[src/rtl/fetch_unit_if.sv]
// Instruction-memory read channel between the fetch unit (master) and memory (slave).
interface fetch_unit_if #(
    parameter int PC_WIDTH    = 8,
    parameter int INSTR_WIDTH = 9
) ();
    logic                   imem_req;
    logic [PC_WIDTH-1:0]    imem_addr;
    logic                   imem_ack;
    logic [INSTR_WIDTH-1:0] imem_rdata;

    modport master (output imem_req, output imem_addr, input imem_ack, input imem_rdata);
    modport slave  (input imem_req, input imem_addr, output imem_ack, output imem_rdata);
endinterface

[src/rtl/fetch_unit.sv]
// Instruction fetch sequencer: owns the PC, fetches over a req/ack channel, issues one word at a time.
// Optional FETCH_INSTR_COUNT_EN adds a saturating 16-bit issued-instruction counter port.
module fetch_unit #(
    parameter int PC_WIDTH    = 8,
    parameter int INSTR_WIDTH = 9
) (
    input  logic                   clock,
    input  logic                   reset,
    input  logic                   start,
    fetch_unit_if.master           imem,
    output logic [INSTR_WIDTH-1:0] instruction,
    output logic                   instr_valid,
    input  logic                   branch,
    input  logic                   branch_cond,
    input  logic                   jmp_ctrl,
    input  logic                   done_ctrl,
    input  logic [PC_WIDTH-1:0]    target_addr,
    output logic [PC_WIDTH-1:0]    pc,
    output logic                   halted
`ifdef FETCH_INSTR_COUNT_EN
    ,
    output logic [15:0]            instr_count
`endif
);

    typedef enum logic [1:0] {
        IDLE   = 2'd0,
        FETCH  = 2'd1,
        ISSUE  = 2'd2,
        HALTED = 2'd3
    } state_t;

    state_t                 state_r;
    state_t                 state_next_s;
    logic [PC_WIDTH-1:0]    pc_r;
    logic [PC_WIDTH-1:0]    pc_next_s;
    logic [INSTR_WIDTH-1:0] instr_r;
    logic                   req_r;
    logic                   valid_r;
    logic                   halted_r;
    logic                   start_ok_s;

    // Next-state and next-PC selection; control inputs are only looked at in ISSUE.
    always_comb begin
        state_next_s = state_r;
        pc_next_s    = pc_r;
        start_ok_s   = 1'b0;
        case (state_r)
            IDLE, HALTED: begin
                if (start) begin
                    start_ok_s   = 1'b1;
                    pc_next_s    = {PC_WIDTH{1'b0}};
                    state_next_s = FETCH;
                end else begin
                    state_next_s = state_r;
                end
            end
            FETCH: begin
                if (imem.imem_ack) begin
                    state_next_s = ISSUE;
                end else begin
                    state_next_s = FETCH;
                end
            end
            ISSUE: begin
                if (done_ctrl) begin
                    state_next_s = HALTED;
                end else if (jmp_ctrl) begin
                    pc_next_s    = target_addr;
                    state_next_s = FETCH;
                end else if (branch && branch_cond) begin
                    pc_next_s    = target_addr;
                    state_next_s = FETCH;
                end else begin
                    pc_next_s    = pc_r + {{(PC_WIDTH-1){1'b0}}, 1'b1};
                    state_next_s = FETCH;
                end
            end
            default: begin
                state_next_s = IDLE;
                pc_next_s    = {PC_WIDTH{1'b0}};
            end
        endcase
    end

    // State, PC and output flags; flags are registered from the next state so they align with it.
    always_ff @(posedge clock or posedge reset) begin
        if (reset) begin
            state_r  <= IDLE;
            pc_r     <= {PC_WIDTH{1'b0}};
            instr_r  <= {INSTR_WIDTH{1'b0}};
            req_r    <= 1'b0;
            valid_r  <= 1'b0;
            halted_r <= 1'b0;
        end else begin
            state_r  <= state_next_s;
            pc_r     <= pc_next_s;
            req_r    <= (state_next_s == FETCH);
            valid_r  <= (state_next_s == ISSUE);
            halted_r <= (state_next_s == HALTED);
            if ((state_r == FETCH) && imem.imem_ack) begin
                instr_r <= imem.imem_rdata;
            end
        end
    end

`ifdef FETCH_INSTR_COUNT_EN
    logic [15:0] count_r;

    // Issued-instruction counter, saturating, restarted by an accepted start.
    always_ff @(posedge clock or posedge reset) begin
        if (reset) begin
            count_r <= 16'h0000;
        end else if (start_ok_s) begin
            count_r <= 16'h0000;
        end else if (valid_r && (count_r != 16'hFFFF)) begin
            count_r <= count_r + 16'h0001;
        end
    end

    assign instr_count = count_r;
`else
    logic unused_start_ok_s;
    assign unused_start_ok_s = start_ok_s;
`endif

    assign imem.imem_req  = req_r;
    assign imem.imem_addr = pc_r;
    assign instruction    = instr_r;
    assign instr_valid    = valid_r;
    assign pc             = pc_r;
    assign halted         = halted_r;

endmodule

[src/flat_wrapper.sv]
// flat-port wrapper written by rule: the top's interface ports become plain ports
module fetch_unit_flat 
#(
    parameter int PC_WIDTH    = 8,
    parameter int INSTR_WIDTH = 9
)
  (clock, reset, start, instruction, instr_valid, branch, branch_cond, jmp_ctrl, done_ctrl, target_addr, pc, halted, imem_imem_req, imem_imem_addr, imem_imem_ack, imem_imem_rdata);
  fetch_unit_if #(.PC_WIDTH(PC_WIDTH), .INSTR_WIDTH(INSTR_WIDTH)) imem_i ();
  input  logic clock;
  input  logic reset;
  input  logic start;
  output logic [INSTR_WIDTH-1:0] instruction;
  output logic instr_valid;
  input  logic branch;
  input  logic branch_cond;
  input  logic jmp_ctrl;
  input  logic done_ctrl;
  input  logic [PC_WIDTH-1:0] target_addr;
  output logic [PC_WIDTH-1:0] pc;
  output logic halted;
  output wire logic [$bits(imem_i.imem_req)-1:0] imem_imem_req;
  output wire logic [$bits(imem_i.imem_addr)-1:0] imem_imem_addr;
  input wire logic [$bits(imem_i.imem_ack)-1:0] imem_imem_ack;
  input wire logic [$bits(imem_i.imem_rdata)-1:0] imem_imem_rdata;
  assign imem_imem_req = imem_i.imem_req;
  assign imem_imem_addr = imem_i.imem_addr;
  assign imem_i.imem_ack = imem_imem_ack;
  assign imem_i.imem_rdata = imem_imem_rdata;
  fetch_unit #(.PC_WIDTH(PC_WIDTH), .INSTR_WIDTH(INSTR_WIDTH)) u_core (.clock(clock), .reset(reset), .start(start), .imem(imem_i), .instruction(instruction), .instr_valid(instr_valid), .branch(branch), .branch_cond(branch_cond), .jmp_ctrl(jmp_ctrl), .done_ctrl(done_ctrl), .target_addr(target_addr), .pc(pc), .halted(halted));
endmodule
[config.mk]
export PLATFORM = sky130hd
export DESIGN_NAME = fetch_unit_flat
export DESIGN_NICKNAME = d
export VERILOG_FILES = /design/src/rtl/fetch_unit_if.sv /design/src/rtl/fetch_unit.sv /design/src/flat_wrapper.sv
export SDC_FILE = /design/constraint.sdc
export NUM_CORES = 1
export LEC_CHECK = 0
export CAP_MARGIN = 20
export CELL_PAD_IN_SITES_DETAIL_PLACEMENT = 1
export CELL_PAD_IN_SITES_GLOBAL_PLACEMENT = 1
export CORE_MARGIN = 5
export CORE_UTILIZATION = 32
export DETAILED_ROUTE_END_ITERATION = 8
export PLACE_DENSITY = 0.91
export SYNTH_ARGS = -nofsm -noshare
export SYNTH_HDL_FRONTEND = slang
export SYNTH_SLANG_ARGS = --single-unit
[constraint.sdc]
create_clock -name clock -period 4.75 [get_ports clock]
set_input_delay 0.95 -clock clock [delete_from_list [all_inputs] [get_ports clock]]
set_output_delay 0.95 -clock clock [all_outputs]
set_load 0.03 [all_outputs]
==> run metrics <==
synth warn 0; final setup fails 0; row count 21; critical-path cell with the highest stage delay clkdlybuf4s50_1; final cell count without fillers 196; Clock Path Buffers 2; fmax 0.404 GHz; H-tree levels 1; top cells by count, synth dfrtp_1 (22), mux2_2 (9), buf_4 (8), inv_1 (6), o21ai_0 (6); Synth area leaders dfrtp_1 (49%), mux2_2 (9.0%), buf_4 (5.3%); die footprint 4810 um2; root buffer cell clkbuf_4; CP Data Arrival Time 1.53 ns; final WL 3.30 mm; max_slew headroom 42.9%; n_diodes 0; initial antenna violation count 0; PwrDens 652 nW/um2; first-pass GRT wire length 5.69 mm; Die Span Y 69.3 um; Gates resized, CTS repair 0; top_reg_cell synth dfrtp_1; first-pass detailed-route iteration total 4; HPWL after DPL 2.59 mm; total CTS buffers 3; gr usage total 14.5%; 1st-iter DRT viols 34; Ports 53; CP delay by family, top buffers and inverters; postcts setup bufs 0; Vias 1024; DRC 0; post-place setup slack 2.30 ns; CP endpoint kind output pin; critical-path cell list clkdlybuf4s50_1; Core ar. 3360 um2; WS Path Type reg -> out; CTS tree yes; Final Max Slew Viols 0; Cell Int Power 614 uW; CP max stage delay 0.72 ns; hold_buf cts 0; status finished clean; maxcap violations 0; Reg power frac 30.2%; minimum clock period 2.48 ns; Post-synth EDFFs 0; vias in the first global route 1145; pin count of the biggest net entering global routing 23; routed len/inst 16.8 um; chip width 69.3 um; Logic pwr share 56.3%; worst-path fanout max 7; top-count cell post-synth dfrtp_1; port bufs 52; final hold slack 0.533 ns; Mapped Nets 132; Worst-Skew Late Latency 0.32 ns; Final period util 52.1%; Layout area overhead 49.8%; ratio of cells with drive above 1 in the final layout 11.3%; post-synthesis sequential area ratio 48.9%; Yosys cell types 31; Async S/R FF share, synth 100%; Synth area leader dfrtp_1; CP required 3.80 ns; Static Leakage 0.000680 uW; Least-Margin Pin Slew 0.855 ns; top cell type's share of synthesized area 48.9%; sink count of the clock tree 22; Worst VDD drop 345 uV; Syn Area/Cell 10.8 um2; Core Util, Final 50.1%; Setup crit start kind flip-flop; GPL Wtd Cong 0.705; total congestion overflow after global routing 0; Setup TNS 0 ns; register bit total from synthesis 22; final hold violations 0; RSZ-0062 raised after global routing false; final worst slack 2.27 ns; Mapped Cells 104; ANT nets after route 0; starting density of the core 33.5%; switch share 44.1%; Clk pin slew, worst setup/hold paths 0.14 ns; Vias/cell 5.22; Hold Path Class reg -> reg; Buf/Inv on CP 1; P_sw 485 uW; placed insts 192; Clk pwr share 13.4%; Cell Area, Synth 1130 um2; final clock skew 0.0125 ns; fin nets 179
area by class of cell:
cell class	count	area (um2)
clock buffers	3	22.5
clock inverters	1	30.0
fillers	381	1680
inverters	6	22.5
multi-input cells	66	483
flip-flops and latches	22	551
well taps	46	57.6
repair buffers	52	520
path summary, 6_finish.rpt:
kind / cells after the start / startpoint / end / slack (ns)
setup / recovery: 1 / u_core.imem.imem_addr[5] / pc[5] / 2.27
hold / removal: 1 / u_core.instruction[6] / u_core.instruction[6] / 0.53
hold reg to reg: 1 / u_core.instruction[6] / u_core.instruction[6] / 0.53
setup reg to reg: 6 / u_core.state_r[0] / u_core.imem.imem_addr[6] / 2.87
min in group asynchronous: 2 / reset / u_core.instruction[1] / 1.10
max in group asynchronous: 2 / reset / u_core.imem.imem_addr[1] / 3.12
through the flow:
stage | total power [uW] | cell area [um2]
floorplan | 714 | 1130
global placement | 930 | 1630
detailed placement | 961 | 1630
CTS | 1110 | 1690
global route | 1170 | 1690
finish | 1100 | 1690
flip-flops by register name, indices dropped and copies added, names as in the netlist:
signal                 flops
u_core.instr_valid         1
u_core.imem.imem_addr      8
u_core.state_r             2
u_core.instruction         9
u_core.halted              1
u_core.imem.imem_req       1
cell usage in the layout, fill, tap and decap left out:
cell	count
ha_1	3
nand2_1	4
nor3_1	2
a21o_1	1
dfrtp_1	22
o31ai_1	1
o41a_1	3
nand2_2	1
nand3_2	1
o22ai_1	1
mux2_2	9
bufinv_16	1
nor3b_1	2
o32ai_1	1
nor2_1	4
mux2i_1	1
nand2b_2	1
clkbuf_4	3
nor2b_1	1
clkdlybuf4s50_1	52
nand3_1	3
o211ai_1	4
o22a_2	1
inv_1	6
a21oi_1	4
a32oi_1	3
a31oi_1	1
o21ai_1	3
and3_1	3
and2_1	1
o21ai_0	6
nand4_1	1
metal layers:
metal / vias up / GRT usage (%) / part of all wire [%]
li1: 466 / - / -
met1: 515 / 16.2 / 39
met2: 39 / 25.4 / 51
met3: 4 / 6.38 / 9.5
met4: 0 / 3.25 / 0.70
met5: - / 0 / 0
kinds of logic after synthesis:
logic type | count (synthesis) | share of synthesized area [%]
buf+inv | 16 | 8.22
mux | 10 | 9.89
simple gates | 24 | 11.8
flops | 22 | 48.9
compound gates | 29 | 17.9
fa+ha+maj | 3 | 3.33
power by group through the flow:
stage	combinational [uW]	clock, uW	sequential, uW
after floorplan	246	0	468
after global placement	602	0	327
after global routing	659	160	347
after CTS	628	149	335
after detailed placement	624	0	337
final	619	148	332
Power figures use the tool's default switching activity.
